**src/rtl/cavlc_pkg.sv**
```systemverilog
// Shared types and helpers for the CAVLC block statistics engine.
package cavlc_pkg;

    typedef enum logic [1:0] {
        MODE_LUMA16     = 2'd0,
        MODE_AC15       = 2'd1,
        MODE_CDC4       = 2'd2,
        MODE_LUMA16_ALT = 2'd3
    } blk_mode_e;

    typedef enum logic [1:0] {
        ST_IDLE = 2'd0,
        ST_SCAN = 2'd1,
        ST_DONE = 2'd2
    } state_e;

    // Width of a counter able to hold 0..max_coeff.
    function automatic int unsigned cnt_w(input int unsigned max_coeff);
        return $clog2(max_coeff + 1);
    endfunction

    // Slot participation per block mode; inactive slots are ignored entirely.
    function automatic logic slot_active(input blk_mode_e mode, input int unsigned idx);
        case (mode)
            MODE_AC15: return (idx >= 32'd1);
            MODE_CDC4: return (idx < 32'd4);
            default:   return 1'b1;
        endcase
    endfunction

endpackage

```
**src/rtl/cavlc_scan_lane.sv**
```systemverilog
// One coefficient-slot step of the high-to-low scan: nonzero count,
// trailing-one detection, zero/run tracking and list-write strobes.
module cavlc_scan_lane #(
    parameter int unsigned COEFF_W = 16,
    parameter int unsigned CNT_W   = 5
) (
    input  logic               active,
    input  logic [COEFF_W-1:0] coeff,
    input  logic [CNT_W-1:0]   tc_cur,
    input  logic [1:0]         t1_cur,
    input  logic [2:0]         sgn_cur,
    input  logic               t1_done_cur,
    input  logic               seen_cur,
    input  logic [CNT_W-1:0]   tz_cur,
    input  logic [CNT_W-1:0]   run_cur,
    input  logic [CNT_W-1:0]   lvl_cnt_cur,
    input  logic [CNT_W-1:0]   run_cnt_cur,
    output logic [CNT_W-1:0]   tc_nxt,
    output logic [1:0]         t1_nxt,
    output logic [2:0]         sgn_nxt,
    output logic               t1_done_nxt,
    output logic               seen_nxt,
    output logic [CNT_W-1:0]   tz_nxt,
    output logic [CNT_W-1:0]   run_nxt,
    output logic [CNT_W-1:0]   lvl_cnt_nxt,
    output logic [CNT_W-1:0]   run_cnt_nxt,
    output logic               lvl_we,
    output logic               run_we
);

    logic nz;
    logic mag_one;

    assign nz      = (coeff != '0);
    assign mag_one = (coeff == COEFF_W'(1)) || (coeff == '1);

    // Slot update: a nonzero either extends the trailing-one run or becomes a level.
    always_comb begin
        tc_nxt      = tc_cur;
        t1_nxt      = t1_cur;
        sgn_nxt     = sgn_cur;
        t1_done_nxt = t1_done_cur;
        seen_nxt    = seen_cur;
        tz_nxt      = tz_cur;
        run_nxt     = run_cur;
        lvl_cnt_nxt = lvl_cnt_cur;
        run_cnt_nxt = run_cnt_cur;
        lvl_we      = 1'b0;
        run_we      = 1'b0;
        if (active) begin
            if (nz) begin
                tc_nxt   = tc_cur + CNT_W'(1);
                seen_nxt = 1'b1;
                run_nxt  = '0;
                if (seen_cur) begin
                    run_we      = 1'b1;
                    run_cnt_nxt = run_cnt_cur + CNT_W'(1);
                end
                if (!t1_done_cur && mag_one && (t1_cur != 2'd3)) begin
                    t1_nxt           = t1_cur + 2'd1;
                    sgn_nxt[t1_cur]  = coeff[COEFF_W-1];
                end else begin
                    lvl_we      = 1'b1;
                    lvl_cnt_nxt = lvl_cnt_cur + CNT_W'(1);
                    t1_done_nxt = 1'b1;
                end
            end else if (seen_cur) begin
                tz_nxt  = tz_cur + CNT_W'(1);
                run_nxt = run_cur + CNT_W'(1);
            end
        end
    end

endmodule

```
**src/rtl/cavlc_block_stats.sv**
```systemverilog
// CAVLC statistics engine: scans one zigzag residual block LANES slots per
// cycle and reports TotalCoeff, trailing ones, TotalZeros, levels and runs.
module cavlc_block_stats
    import cavlc_pkg::*;
#(
    parameter  int unsigned COEFF_W   = 16,
    parameter  int unsigned MAX_COEFF = 16,
    parameter  int unsigned LANES     = 1,
    parameter  int unsigned TAG_W     = 20,
    localparam int unsigned CNT_W     = cnt_w(MAX_COEFF)
) (
    input  logic                         clk,
    input  logic                         rst,
    input  logic                         in_valid,
    output logic                         in_ready,
    input  logic [1:0]                   blk_mode,
    input  logic [TAG_W-1:0]             tag_i,
    input  logic [MAX_COEFF*COEFF_W-1:0] coeff_i,
    output logic                         out_valid,
    input  logic                         out_ready,
    output logic [TAG_W-1:0]             tag_o,
    output logic [CNT_W-1:0]             total_coeff,
    output logic [1:0]                   trailing_ones,
    output logic [2:0]                   t1_signs,
    output logic [CNT_W-1:0]             total_zeros,
    output logic [CNT_W-1:0]             level_cnt,
    output logic [MAX_COEFF*COEFF_W-1:0] level_list,
    output logic [CNT_W-1:0]             run_cnt,
    output logic [MAX_COEFF*CNT_W-1:0]   run_list
);

    localparam int unsigned NGRP  = MAX_COEFF / LANES;
    localparam int unsigned GRP_W = (NGRP > 1) ? $clog2(NGRP) : 1;
    localparam int unsigned IDX_W = $clog2(MAX_COEFF);

    state_e             state_q, state_nxt;
    blk_mode_e          mode_q;
    logic [TAG_W-1:0]   tag_q;
    logic [COEFF_W-1:0] coeff_q [MAX_COEFF];
    logic [GRP_W-1:0]   grp_q;
    logic               accept;

    logic [CNT_W-1:0]   tc_q, tz_q, run_q, lvl_cnt_q, run_cnt_q;
    logic [1:0]         t1_q;
    logic [2:0]         sgn_q;
    logic               t1_done_q, seen_q;
    logic [COEFF_W-1:0] lvl_list_q [MAX_COEFF];
    logic [CNT_W-1:0]   run_list_q [MAX_COEFF];

    logic [CNT_W-1:0]   tc_ch      [LANES+1];
    logic [1:0]         t1_ch      [LANES+1];
    logic [2:0]         sgn_ch     [LANES+1];
    logic               t1_done_ch [LANES+1];
    logic               seen_ch    [LANES+1];
    logic [CNT_W-1:0]   tz_ch      [LANES+1];
    logic [CNT_W-1:0]   run_ch     [LANES+1];
    logic [CNT_W-1:0]   lvl_cnt_ch [LANES+1];
    logic [CNT_W-1:0]   run_cnt_ch [LANES+1];

    logic [IDX_W-1:0]   slot_idx   [LANES];
    logic [COEFF_W-1:0] lane_coeff [LANES];
    logic               lane_act   [LANES];
    logic               lvl_we     [LANES];
    logic               run_we     [LANES];

    assign accept = in_valid & in_ready;

    // State register.
    always_ff @(posedge clk) begin
        if (rst) state_q <= ST_IDLE;
        else     state_q <= state_nxt;
    end

    // Next-state: fixed-length scan, back-to-back accept straight from DONE.
    always_comb begin
        state_nxt = state_q;
        case (state_q)
            ST_IDLE: if (in_valid) state_nxt = ST_SCAN;
            ST_SCAN: if (grp_q == '0) state_nxt = ST_DONE;
            ST_DONE: if (out_ready) state_nxt = in_valid ? ST_SCAN : ST_IDLE;
            default: state_nxt = ST_IDLE;
        endcase
    end

    // Handshake outputs decoded from state.
    always_comb begin
        in_ready  = (state_q == ST_IDLE) || ((state_q == ST_DONE) && out_ready);
        out_valid = (state_q == ST_DONE);
    end

    assign tc_ch[0]      = tc_q;
    assign t1_ch[0]      = t1_q;
    assign sgn_ch[0]     = sgn_q;
    assign t1_done_ch[0] = t1_done_q;
    assign seen_ch[0]    = seen_q;
    assign tz_ch[0]      = tz_q;
    assign run_ch[0]     = run_q;
    assign lvl_cnt_ch[0] = lvl_cnt_q;
    assign run_cnt_ch[0] = run_cnt_q;

    // Lane 0 takes the highest slot of the current group.
    for (genvar l = 0; l < LANES; l++) begin : g_lane
        localparam int unsigned OFF = LANES - 1 - l;
        assign slot_idx[l]   = IDX_W'(32'(grp_q) * LANES + OFF);
        assign lane_coeff[l] = coeff_q[slot_idx[l]];
        assign lane_act[l]   = slot_active(mode_q, 32'(slot_idx[l]));

        cavlc_scan_lane #(
            .COEFF_W (COEFF_W),
            .CNT_W   (CNT_W)
        ) u_lane (
            .active      (lane_act[l]),
            .coeff       (lane_coeff[l]),
            .tc_cur      (tc_ch[l]),
            .t1_cur      (t1_ch[l]),
            .sgn_cur     (sgn_ch[l]),
            .t1_done_cur (t1_done_ch[l]),
            .seen_cur    (seen_ch[l]),
            .tz_cur      (tz_ch[l]),
            .run_cur     (run_ch[l]),
            .lvl_cnt_cur (lvl_cnt_ch[l]),
            .run_cnt_cur (run_cnt_ch[l]),
            .tc_nxt      (tc_ch[l+1]),
            .t1_nxt      (t1_ch[l+1]),
            .sgn_nxt     (sgn_ch[l+1]),
            .t1_done_nxt (t1_done_ch[l+1]),
            .seen_nxt    (seen_ch[l+1]),
            .tz_nxt      (tz_ch[l+1]),
            .run_nxt     (run_ch[l+1]),
            .lvl_cnt_nxt (lvl_cnt_ch[l+1]),
            .run_cnt_nxt (run_cnt_ch[l+1]),
            .lvl_we      (lvl_we[l]),
            .run_we      (run_we[l])
        );
    end

    // Block register, running statistics and list storage.
    always_ff @(posedge clk) begin
        if (rst) begin
            mode_q    <= MODE_LUMA16;
            tag_q     <= '0;
            grp_q     <= '0;
            tc_q      <= '0;
            t1_q      <= '0;
            sgn_q     <= '0;
            t1_done_q <= 1'b0;
            seen_q    <= 1'b0;
            tz_q      <= '0;
            run_q     <= '0;
            lvl_cnt_q <= '0;
            run_cnt_q <= '0;
            for (int k = 0; k < MAX_COEFF; k++) begin
                coeff_q[k]    <= '0;
                lvl_list_q[k] <= '0;
                run_list_q[k] <= '0;
            end
        end else if (accept) begin
            mode_q    <= blk_mode_e'(blk_mode);
            tag_q     <= tag_i;
            grp_q     <= GRP_W'(NGRP - 1);
            tc_q      <= '0;
            t1_q      <= '0;
            sgn_q     <= '0;
            t1_done_q <= 1'b0;
            seen_q    <= 1'b0;
            tz_q      <= '0;
            run_q     <= '0;
            lvl_cnt_q <= '0;
            run_cnt_q <= '0;
            for (int k = 0; k < MAX_COEFF; k++) begin
                coeff_q[k]    <= coeff_i[k*COEFF_W +: COEFF_W];
                lvl_list_q[k] <= '0;
                run_list_q[k] <= '0;
            end
        end else if (state_q == ST_SCAN) begin
            grp_q     <= grp_q - GRP_W'(1);
            tc_q      <= tc_ch[LANES];
            t1_q      <= t1_ch[LANES];
            sgn_q     <= sgn_ch[LANES];
            t1_done_q <= t1_done_ch[LANES];
            seen_q    <= seen_ch[LANES];
            tz_q      <= tz_ch[LANES];
            run_q     <= run_ch[LANES];
            lvl_cnt_q <= lvl_cnt_ch[LANES];
            run_cnt_q <= run_cnt_ch[LANES];
            for (int l = 0; l < LANES; l++) begin
                if (lvl_we[l]) lvl_list_q[IDX_W'(lvl_cnt_ch[l])] <= lane_coeff[l];
                if (run_we[l]) run_list_q[IDX_W'(run_cnt_ch[l])] <= run_ch[l];
            end
        end
    end

    assign tag_o         = tag_q;
    assign total_coeff   = tc_q;
    assign trailing_ones = t1_q;
    assign t1_signs      = sgn_q;
    assign total_zeros   = tz_q;
    assign level_cnt     = lvl_cnt_q;
    assign run_cnt       = run_cnt_q;

    // Flatten list registers onto the output buses.
    for (genvar k = 0; k < MAX_COEFF; k++) begin : g_flat
        assign level_list[k*COEFF_W +: COEFF_W] = lvl_list_q[k];
        assign run_list[k*CNT_W +: CNT_W]       = run_list_q[k];
    end

endmodule
```
**config.mk**
```make
export PLATFORM = sky130hd
export DESIGN_NAME = cavlc_block_stats
export DESIGN_NICKNAME = d
export VERILOG_FILES = /design/src/rtl/cavlc_pkg.sv /design/src/rtl/cavlc_scan_lane.sv /design/src/rtl/cavlc_block_stats.sv
export SDC_FILE = /design/constraint.sdc
export NUM_CORES = 1
export LEC_CHECK = 0
export ABC_AREA = 1
export BUFFER_PORTS_ARGS = -buffer_cell sky130_fd_sc_hd__buf_2
export CAP_MARGIN = 20
export CORE_AREA = 2 2 256 258
export DETAILED_ROUTE_END_ITERATION = 8
export DIE_AREA = 0 0 258 260
export PLACE_DENSITY = 0.79
export REMOVE_ABC_BUFFERS = 1
export SLEW_MARGIN = 15
export SYNTH_ARGS = -nofsm -noshare
export SYNTH_HDL_FRONTEND = slang
export SYNTH_SLANG_ARGS = --single-unit
```
**constraint.sdc**
```tcl
create_clock -name clk -period 9.03 [get_ports clk]
set_input_delay 1.3545 -clock clk [delete_from_list [all_inputs] [get_ports clk]]
set_output_delay 1.3545 -clock clk [all_outputs]
set_load 0.005 [all_outputs]
```
==> reports/qor.tcl, run 1 <==
set qor(yosys_warnings) 0
set qor(fin_util) 0.5285
set qor(total_number_of_h_tree_levels) 3
set qor(final_cells) 4258
set qor(grt_max_degree) 88
set qor(layout_nets) 3651
set qor(die_extent_in_x_um) 258
set qor(postLayoutCellArea_sq_mm) 0.03388
set qor(max_freq_ghz) 0.2019
set qor(cts-buffers-inserted) 68
set qor(maximum_count_of_clock_buffers_along_a_single_path) 3
set qor(first_pass_grt_wire_length_um) 117700
set qor(antenna_violations_before_repair) 0
set qor(timing.final.setup_violations) 0
set qor(p_sw_mw) 2.077
set qor(hold_viol) 0
set qor(power_density_mw_per_mm2) 220.8
set qor(crit_family) {simple AND/OR/NAND/NOR gates}
set qor(slew-limit-headroom) 0.2550
set qor(dp_hpwl_um) 56130
set qor(core-area_sq_mm) 0.06412
set qor(global_route.usage.total) 0.2348
set qor(design_power_total_mw) 7.481
set qor(clock_sinks) 656
set qor(vdd_ir_drop_max_mv) 0.1258
set qor(postRouteWirelength_um) 80840
set qor(nFillCells) 5446
set qor(path_buf_inv) 4
set qor(timing.critical_path.fanout_max) 87
set qor(yosysSeqAreaShare) 0.6868
set qor(drive_gt1_frac) 0.2480
set qor(hold-worst-slack_ns) 0.4387
set qor(worst-setup-path-type) {reg -> reg}
set qor(syn-instance-count) 2727
set qor(ant_nets) 0
set qor(power.internal_mw) 5.405
set qor(post_cts_resized) 0
set qor(timing_worst_slew_pin_value_ns) 1.116
set qor(cpMostUsedCell) {nand2_1}
set qor(status) {finished clean}
set qor(power.share.combinational) 0.140
set qor(synthToLayoutAreaGrowth_pct) 22.10
set qor(wl_per_cell_um) 18.98
set qor(post_cts.repair.setup_buffers) 0
set qor(ys_seq_elements) 656
set qor(mostFrequentLayoutCell) {nor2_1}
set qor(worst_setup_hold_path_clk_slew_ns) 0.06
set qor(number_of_synthesized_flops_with_an_enable_pin) 592
set qor(critPathLaunchType) {flip-flop}
set qor(drt-initial-drc-count) 2311
set qor(tritoncts) {done}
set qor(switching_share) 0.2776
set qor(starting_density) 0.4328
set qor(fin_crit_sh) 0.5486
set qor(source_to_sink_clock_delay_at_the_later_pin_of_the_worst_skew_pair_ns) 0.62
set qor(synth_area_per_cell_sq_um) 10.18
set qor(post_synth_num_cell_types) 37
set qor(asr_flop_ratio_synth) 0
set qor(die-height_um) 260
set qor(critical-path-slowest-cell) {buf_4}
set qor(clock_share_of_power) 0.371
set qor(cts_root_buf) {clkbuf_16}
set qor(boundaryPins) 665
set qor(dr_total_vias) 21020
set qor(finalMaxSlewViolations) 0
set qor(drt-vias-per-instance) 4.936
set qor(vias_in_the_first_global_route) 19810
set qor(dpl.cell_count) 4135
set qor(critical-path-max-stage-delay_ns) 0.77
set qor(endpoint_kind) {flip-flop}
set qor(min_path_type) {reg -> reg}
set qor(portBuffers) 664
set qor(firstDrtPassIters) 6
set qor(globalRoute.totalOverflow) 0
set qor(die-area_sq_mm) 0.06708
set qor(worstPathCellList) {inv_4, buf_4, nand2_1, nand3_1, nand3_1, nand3_1, nand2_1, inv_2, nor2_1, nand2_1, nor2_1, nand2_2, nand2_2, nand2_2, nand2_8, inv_4, nand3_2, nand2_1}
set qor(layout.cells.most_common_list) {673 x nor2_1, 663 x buf_2, 592 x edfxtp_1, 519 x nand2_1, 409 x inv_1}
set qor(static-leakage-power_nw) 16.11
set qor(maxCapViolations) 0
set qor(seq_power_share) 0.489
set qor(netlist_area_before_placement_sq_mm) 0.02775
set qor(final.setup_skew_ns) 0.03309
set qor(antennaDiodeCount) 0
set qor(postPlaceCellArea_sq_mm) 0.03167
set qor(final_period_minus_worst_setup_slack_ns) 4.954
set qor(timing.critical_path.arrival_ns) 5.18
set qor(gpl.final_weighted_congestion) 0.8529
set qor(floorplan.rows) 93
set qor(critPathRequiredTime_ns) 9.25
set qor(synthFlopType) {edfxtp_1}
set qor(grt_setup_unrepaired) {false}
set qor(postCtsHoldBufs) 0
set qor(number_of_remaining_drc_errors) 0
-- final timing paths --
check,from,cells past startpoint,endpoint,slack (ns)
setup / recovery,flip-flop,18,lvl_list_q[5][4],4.08
hold / removal,tag_o[16],2,tag_o[16],0.44
setup reg to reg,flip-flop,18,lvl_list_q[5][4],4.08
hold reg to reg,tag_o[16],2,tag_o[16],0.44
-- per-layer routing --
| metal | vias to the layer above | track usage | share of wire |
|---|---|---|---|
| met4 | 0 | 0.1267 | 0.053 |
| li1 | 9863 | - | - |
| met2 | 1240 | 0.4078 | 0.50 |
| met3 | 216 | 0.03606 | 0.082 |
| met1 | 9700 | 0.2820 | 0.37 |
| met5 | - | 0 | 0 |
-- metrics by stage --
| step | setup WS [ns] | setup TNS [ns] |
|---|---|---|
| 2_1_floorplan | -3.034 | -999.99 |
| 3_3_place_gp | 4.135 | 0 |
| 3_5_place_dp | 4.133 | 0 |
| 4_1_cts | 4.098 | 0 |
| 5_1_grt | 3.677 | 0 |
| 6_report | 4.076 | 0 |
-- cells in the mapped netlist (2+ instances only) --
cell type  number  area [sq um]
buf_6          13         146.4
o21ai_0        27         135.1
o211ai_1        3         22.52
a21oi_1        26         130.1
buf_2          32         160.2
o21ai_1         8         40.04
or2_2           3         18.77
edfxtp_1      592         17780
clkbuf_1       70         262.8
nor2_2         13         81.33
buf_1          11         41.29
inv_1         410          1539
dfxtp_1        64          1281
xor2_1          8         70.07
ha_1           19         237.7
nand3_4         4         70.07
nor2_1        674          2530
buf_4           4         30.03
nand2_1       520          1952
nand3_1       179         895.9
nand2_2        17         106.4
nand4_1         3         18.77
clkinv_1        3         11.26
nor3_1          6         30.03
nand3_2         2         20.02
inv_4           2         12.51
inv_2           4         15.01
-- kinds of logic after synthesis --
kind of cell    Yosys count  share of synthesized area
compound gates           65                    0.01204
xor+xnor                  9                   0.002841
fa+ha+maj                19                   0.008567
buf+inv                 551                    0.08080
flops                   656                     0.6868
simple gates           1427                     0.2090
-- power by group through the flow --
| stage | combinational (mW) | sequential [mW] | clock [mW] |
|---|---|---|---|
| 5_1_grt | 1.14 | 3.68 | 2.92 |
| 6_report | 1.05 | 3.66 | 2.77 |
| 3_3_place_gp | 1.04 | 3.72 | 0 |
| 2_1_floorplan | 0.484 | 3.75 | 0 |
| 3_5_place_dp | 1.05 | 3.72 | 0 |
| 4_1_cts | 1.06 | 3.66 | 2.81 |
-- flip-flops by register name (all words and copies together), names as in the netlist, 2 cells and up, named ones only --
signal and flops:
total_zeros 5, t1_signs 3, lvl_list_q 256, trailing_ones 2
grp_q 4, run_cnt 5, mode_q 2, coeff_q 256
run_q 5, state_q 2, level_cnt 5, tag_o 20
total_coeff 5, run_list_q 80
-- tightest hold or removal path, cell delays in order (launching register included) --
cell	delay [ns]
dfxtp_1	0.32
nand2_1	0.05
nand2_1	0.04
-- final cells by class --
cell class / instances / area [sq um] / area share
Clock buffer: 78 / 1780 / 0.05255
Tap cell: 855 / 1070 / 0.03157
Clock inverter: 45 / 432.9 / 0.01278
Multi-Input combinational cell: 1520 / 6465 / 0.1908
Timing Repair Buffer: 684 / 3476 / 0.1026
Sequential cell: 656 / 19060 / 0.5627
Inverter: 420 / 1594 / 0.04705
Power figures use the tool's default switching activity.
==> run 2, diff against run 1 <==
- CORE_AREA: 2 2 256 258 -> 2 2 261 263
- DIE_AREA: 0 0 258 260 -> 0 0 263 265
- PLACE_DENSITY: 0.79 -> 0.74
- clock period: 9.03 -> 4.69 ns (I/O delays scaled with it)
==> run 2 against run 1 <==
Non-clock buffer count rose by 9. Sequential power is 92% higher. First-iteration DRC count rose by 12%. Total power increased by 96%. Critical path type unchanged. Largest cell class unchanged.
==> reports/qor.tcl, run 2 (synthesized netlist as in run 1, its figures left out) <==
set qor(maximum_count_of_clock_buffers_along_a_single_path) 3
set qor(vdd_ir_drop_max_mv) 0.2431
set qor(status) {finished clean}
set qor(postCtsHoldBufs) 0
set qor(reg2reg_setup_slack_ns) 0.73
set qor(switching_share) 0.2751
set qor(worstSetupEndpoint) {lvl_list_q[4][13]}
set qor(die-area_sq_mm) 0.06970
set qor(critPathRequiredTime_ns) 4.90
set qor(fin_crit_sh) 0.8447
set qor(timing.critical_path.fanout_max) 134
set qor(floorplan.rows) 95
set qor(vias_in_the_first_global_route) 20370
set qor(hold_viol) 0
set qor(cpMostUsedCell) {nand2_1}
set qor(final.setup_skew_ns) 0.03254
set qor(dr_total_vias) 21040
set qor(gpl.final_weighted_congestion) 0.9113
set qor(drive_gt1_frac) 0.2485
set qor(number_of_remaining_drc_errors) 0
set qor(maxCapViolations) 0
set qor(largest_registers) {coeff_q x256, lvl_list_q x256, run_list_q x80}
set qor(firstDrtPassIters) 6
set qor(r2r_cells) 17
set qor(power.internal_mw) 10.63
set qor(timing.critical_path.arrival_ns) 4.18
set qor(r2r-end) {lvl_list_q[4][13]}
set qor(total_number_of_h_tree_levels) 3
set qor(final_cells) 4283
set qor(synthToLayoutAreaGrowth_pct) 23.04
set qor(timing.final.setup_violations) 0
set qor(layout.cells.most_common_list) {673 x nor2_1, 663 x buf_2, 592 x edfxtp_1, 519 x nand2_1, 409 x inv_1}
set qor(wl_per_cell_um) 19.25
set qor(detailedPlace.worstSlack_ns) 0.7578
set qor(ant_nets) 0
set qor(postRouteWirelength_um) 82440
set qor(mostFrequentLayoutCell) {nor2_1}
set qor(source_to_sink_clock_delay_at_the_later_pin_of_the_worst_skew_pair_ns) 0.61
set qor(dp_hpwl_um) 58220
set qor(seq_power_share) 0.480
set qor(worst-setup-path-type) {reg -> reg}
set qor(global_route.usage.total) 0.2333
set qor(final_period_minus_worst_setup_slack_ns) 3.962
set qor(globalRoute.totalOverflow) 0
set qor(worst_setup_hold_path_clk_slew_ns) 0.06
set qor(critical-path-slowest-cell) {nand2_1}
set qor(layout_nets) 3662
set qor(fin_util) 0.5111
set qor(drt-initial-drc-count) 2585
set qor(critPathLaunchType) {flip-flop}
set qor(clock_sinks) 656
set qor(power.share.combinational) 0.143
set qor(portBuffers) 664
set qor(cts-buffers-inserted) 70
set qor(worstPathCellList) {buf_12, nand2_1, nand3_1, nand3_1, nand3_1, nand2_1, nand2_1, inv_1, nand2_1, nor2_1, nand2_1, nand2_2, nand2_2, nand2_8, inv_4, nand3_2, nand2_1}
set qor(drt-vias-per-instance) 4.911
set qor(first_pass_grt_wire_length_um) 122500
set qor(antenna_violations_before_repair) 2
set qor(max_freq_ghz) 0.2524
set qor(starting_density) 0.4154
set qor(clock_share_of_power) 0.377
set qor(min_path_type) {in -> reg}
set qor(endpoint_kind) {flip-flop}
set qor(final_critical_path_setup_slack_ns) 0.7282
set qor(totalNegativeSetupSlack_ns) 0
set qor(grt_setup_unrepaired) {false}
set qor(crit_family) {simple AND/OR/NAND/NOR gates}
set qor(slew-limit-headroom) 0.2446
set qor(p_sw_mw) 4.035
set qor(core-area_sq_mm) 0.06680
set qor(finalMaxSlewViolations) 0
set qor(design_power_total_mw) 14.67
set qor(dpl.cell_count) 4161
set qor(die-height_um) 265
set qor(die_extent_in_x_um) 263
set qor(nFillCells) 5936
set qor(worst-path-stages) 17
set qor(power_density_mw_per_mm2) 429.7
set qor(critical-path-max-stage-delay_ns) 0.75
set qor(static-leakage-power_nw) 16.22
set qor(timing_worst_slew_pin_value_ns) 1.133
set qor(post_cts_resized) 0
set qor(tritoncts) {done}
set qor(grt_max_degree) 163
set qor(worstHoldStart) {tag_i[1]}
set qor(cts_root_buf) {clkbuf_16}
set qor(boundaryPins) 665
set qor(path_buf_inv) 3
set qor(post_cts.repair.setup_buffers) 0
## run 2: per-layer routing
| metal | vias to the layer above | track usage | share of wire |
|---|---|---|---|
| met5 | - | 0 | 0 |
| met4 | 0 | 0.1243 | 0.050 |
| met3 | 205 | 0.04143 | 0.073 |
| met2 | 1104 | 0.4059 | 0.50 |
| met1 | 9845 | 0.2762 | 0.38 |
| li1 | 9881 | - | - |
## run 2: final cells by class
| class | instances | area (sq um) | area share |
|---|---|---|---|
| Inverter | 420 | 1594 | 0.04669 |
| Timing Repair Buffer | 693 | 3633 | 0.1064 |
| Sequential cell | 656 | 19060 | 0.5584 |
| Clock buffer | 82 | 1807 | 0.05292 |
| Tap cell | 873 | 1092 | 0.03199 |
| Multi-Input combinational cell | 1520 | 6465 | 0.1894 |
| Antenna cell | 1 | 2.502 | 0.00007329 |
| Clock inverter | 38 | 484.2 | 0.01418 |
## run 2: worst min-delay path by stage
stage	end	depth (start not counted)
final	tag_o[1]	3
after detailed placement	tag_o[17]	2
after global routing	tag_o[11]	3
after global placement	tag_o[10]	2
after CTS	tag_o[11]	3
after floorplan	t1_done_q	2
## run 2: power groups by stage
stage	Sequential [mW]	Combinational [mW]	Clock [mW]
final	7.04	2.09	5.53
after global routing	7.08	2.29	5.84
after CTS	7.05	2.10	5.60
after detailed placement	7.17	2.10	0
after global placement	7.16	2.07	0
after floorplan	7.21	0.931	0
## run 2: metrics by stage
stage | hold WS [ns] | cell area [sq um]
global route | 0.3001 | 34140
CTS | 0.2762 | 34110
finish | 0.3220 | 34140
floorplan | 0.4411 | 27090
global placement | 0.4234 | 31810
detailed placement | 0.4267 | 31820
## run 2: tightest hold or removal path, cell delays in order
cell,delay (ns)
buf_2,0.07
nand3_1,0.06
nand2_1,0.06
==> run 3, diff against run 2 <==
- ABC_AREA: 1 -> 0
- CORE_AREA: 2 2 261 263 -> 2 2 257 259
- DIE_AREA: 0 0 263 265 -> 0 0 259 261
- PLACE_DENSITY: 0.74 -> 0.75
- clock period: 4.69 -> 3.9 ns (I/O delays scaled with it)
==> run 3 against run 2 <==
Fmax is 6.5% higher. Via count is 12% lower. Critical endpoint is now total_zeros[3]. Sequential power is 20% higher. Clock skew is 0.0029 ns lower. Sequential cell count stayed put. Setup slack worse by 0.55 ns. Sequential share of layout area is 0.41 points lower. Largest power group unchanged. Hold slack worse by 0.095 ns. Cell area is 0.74% higher. Total power is 21% higher.
==> reports/qor.tcl, run 3 <==
set qor(boundaryPins) 665
set qor(slew-limit-headroom) 0.3566
set qor(postPlaceCellArea_sq_mm) 0.03188
set qor(portBuffers) 664
set qor(floorplan.rows) 94
set qor(worst-setup-path-type) {reg -> reg}
set qor(power_density_mw_per_mm2) 514.0
set qor(globalRoute.totalOverflow) 0
set qor(grt_max_degree) 101
set qor(netlist_area_before_placement_sq_mm) 0.02699
set qor(number_of_remaining_drc_errors) 0
set qor(layout_nets) 2935
set qor(core-area_sq_mm) 0.06504
set qor(synthToLayoutAreaGrowth_pct) 27.46
set qor(synthTopCellsByCount) {592 x edfxtp_1, 281 x nor2_1, 164 x and2_1}
set qor(cts-buffers-inserted) 69
set qor(total_number_of_h_tree_levels) 3
set qor(worst_setup_hold_path_clk_slew_ns) 0.06
set qor(hold_viol) 0
set qor(dr_total_vias) 18550
set qor(asr_flop_ratio_synth) 0
set qor(number_of_synthesized_flops_with_an_enable_pin) 592
set qor(maxCapViolations) 0
set qor(clock_share_of_power) 0.395
set qor(power.internal_mw) 13.25
set qor(met3WireLength_um) 5931
set qor(grt_setup_unrepaired) {false}
set qor(yosys_warnings) 0
set qor(cts_root_buf) {clkbuf_16}
set qor(synth.top_cells.by_area) {edfxtp_1 66%, dfxtp_1 4.7%, mux4_2 3.9%}
set qor(max_freq_ghz) 0.2687
set qor(nFillCells) 5350
set qor(final_cells) 3559
set qor(antenna_violations_before_repair) 6
set qor(switching_share) 0.2504
set qor(detailedPlace.worstSlack_ns) -0.1702
set qor(syn-instance-count) 1935
set qor(status) {finished clean}
set qor(post_synth_num_cell_types) 58
set qor(synthFlopType) {edfxtp_1}
set qor(largest_registers) {coeff_q x256, lvl_list_q x256, run_list_q x80}
set qor(die-height_um) 261
set qor(synth_area_per_cell_sq_um) 13.95
set qor(die_extent_in_x_um) 259
set qor(critPathLaunchType) {flip-flop}
set qor(die-area_sq_mm) 0.06760
set qor(synth_area_leader) {edfxtp_1}
set qor(route.met2.wl_um) 41140
set qor(design_power_total_mw) 17.68
set qor(top_layer) {met4}
set qor(maximum_count_of_clock_buffers_along_a_single_path) 3
set qor(yosysSeqAreaShare) 0.7062
set qor(vias_in_the_first_global_route) 18520
set qor(endpoint_kind) {flip-flop}
set qor(drt-initial-drc-count) 1596
set qor(dp_hpwl_um) 61660
set qor(starting_density) 0.4149
set qor(timing.final.setup_violations) 0
set qor(static-leakage-power_nw) 13.90
set qor(seq_power_share) 0.478
set qor(critPathRequiredTime_ns) 4.44
set qor(finalMaxSlewViolations) 0
set qor(drive_gt1_frac) 0.3613
set qor(tritoncts) {done}
set qor(vdd_ir_drop_max_mv) 0.2884
set qor(totalNegativeSetupSlack_ns) 0
set qor(layout.cells.most_common_list) {663 x buf_2, 592 x edfxtp_1, 277 x nor2_1, 164 x and2_1, 133 x nand2_1}
set qor(timing.critical_path.arrival_ns) 4.26
set qor(power.share.combinational) 0.127
set qor(postLayoutCellArea_sq_mm) 0.03440
set qor(ant_nets) 0
set qor(global_route.usage.total) 0.2403
set qor(postRouteWirelength_um) 83060
set qor(timing_worst_slew_pin_value_ns) 0.9550
set qor(wl_per_cell_um) 23.34
set qor(drt-vias-per-instance) 5.212
set qor(final.setup_skew_ns) 0.02965
set qor(worstHoldStart) {blk_mode[0]}
set qor(ys_seq_elements) 656
set qor(clock_sinks) 656
set qor(synthMostInstantiatedCell) {edfxtp_1}
set qor(gpl.final_weighted_congestion) 0.8689
set qor(timing.critical_path.fanout_max) 26
set qor(wire_length_on_met1_um) 31840
set qor(final_period_minus_worst_setup_slack_ns) 3.721
set qor(min_path_type) {in -> reg}
set qor(netlist.area_leader.share) 0.6587
set qor(fin_crit_sh) 0.9541
set qor(first_pass_grt_wire_length_um) 118500
set qor(p_sw_mw) 4.427
set qor(mostFrequentLayoutCell) {buf_2}
set qor(source_to_sink_clock_delay_at_the_later_pin_of_the_worst_skew_pair_ns) 0.62
set qor(dpl.cell_count) 3426
set qor(final_critical_path_setup_slack_ns) 0.1789
set qor(firstDrtPassIters) 6
==> run 3: layout make-up <==
class,instances,area (sq um),share of cell area
diodes,5,12.51,0.0003638
flip-flops and latches,656,19060,0.5543
repair buffers,764,4370,0.1271
clock buffers,80,1821,0.05293
clock inverters,47,603.1,0.01753
multi-input cells,1126,7373,0.2144
inverters,17,71.32,0.002073
well taps,864,1081,0.03143
==> run 3: worst paths after layout <==
kind	to	slack, ns	depth (start not counted)
max	total_zeros[3]	0.18	10
min	mode_q[0]	0.23	3
max reg2reg	total_zeros[3]	0.18	10
min reg2reg	tag_o[17]	0.45	2
==> run 3: layer usage <==
metal  vias up  GRT usage
met3       193    0.03630
li1       8341          -
met4         0     0.1235
met5         -          0
met2       977     0.4104
met1      9040     0.2983
==> run 3: critical path, cell delays in order (launching register included) <==
cell	delay (ns)
dfxtp_4	0.47
buf_16	0.26
mux4_2	0.55
a22o_1	0.25
nor2_2	0.39
inv_2	0.21
nor4_4	0.43
buf_4	0.22
nand4_2	0.24
or4_1	0.54
nand2_1	0.08
==> run 3: what timing repair did <==
item                                    4_1_cts  5_1_grt
pin swaps                                     0        2
endpoints found under the setup margin      151      162
buffers inserted                              0        1
gates resized for setup                       7       11
hold buffers                                  0        0
==> run 3: logic make-up after synthesis <==
group / share of synthesized area
and+or+nand+nor: 0.1623
DFF: 0.7062
buffers and inverters: 0.02671
AOI/OAI and AO/OA: 0.03412
muxes: 0.05832
adders and majority gates: 0.008809
xor gates and xnor gates: 0.003570
==> run 3: power groups by stage <==
stage                     logic [mW]  clock network (mW)  registers [mW]
final                           2.24                6.99            8.46
after floorplan                0.928                   0            8.63
after detailed placement        2.25                   0            8.61
after global placement          2.21                   0            8.58
after global routing            2.39                7.34            8.50
after CTS                       2.26                7.09            8.46
==> run 3: metrics by stage <==
| stage | hold slack, ns | util |
|---|---|---|
| finish | 0.2272 | 0.5289 |
| global route | 0.2038 | 0.5288 |
| CTS | 0.1836 | 0.5280 |
| detailed placement | 0.4443 | 0.4901 |
| global placement | 0.4394 | 0.4901 |
| floorplan | 0.4405 | - |
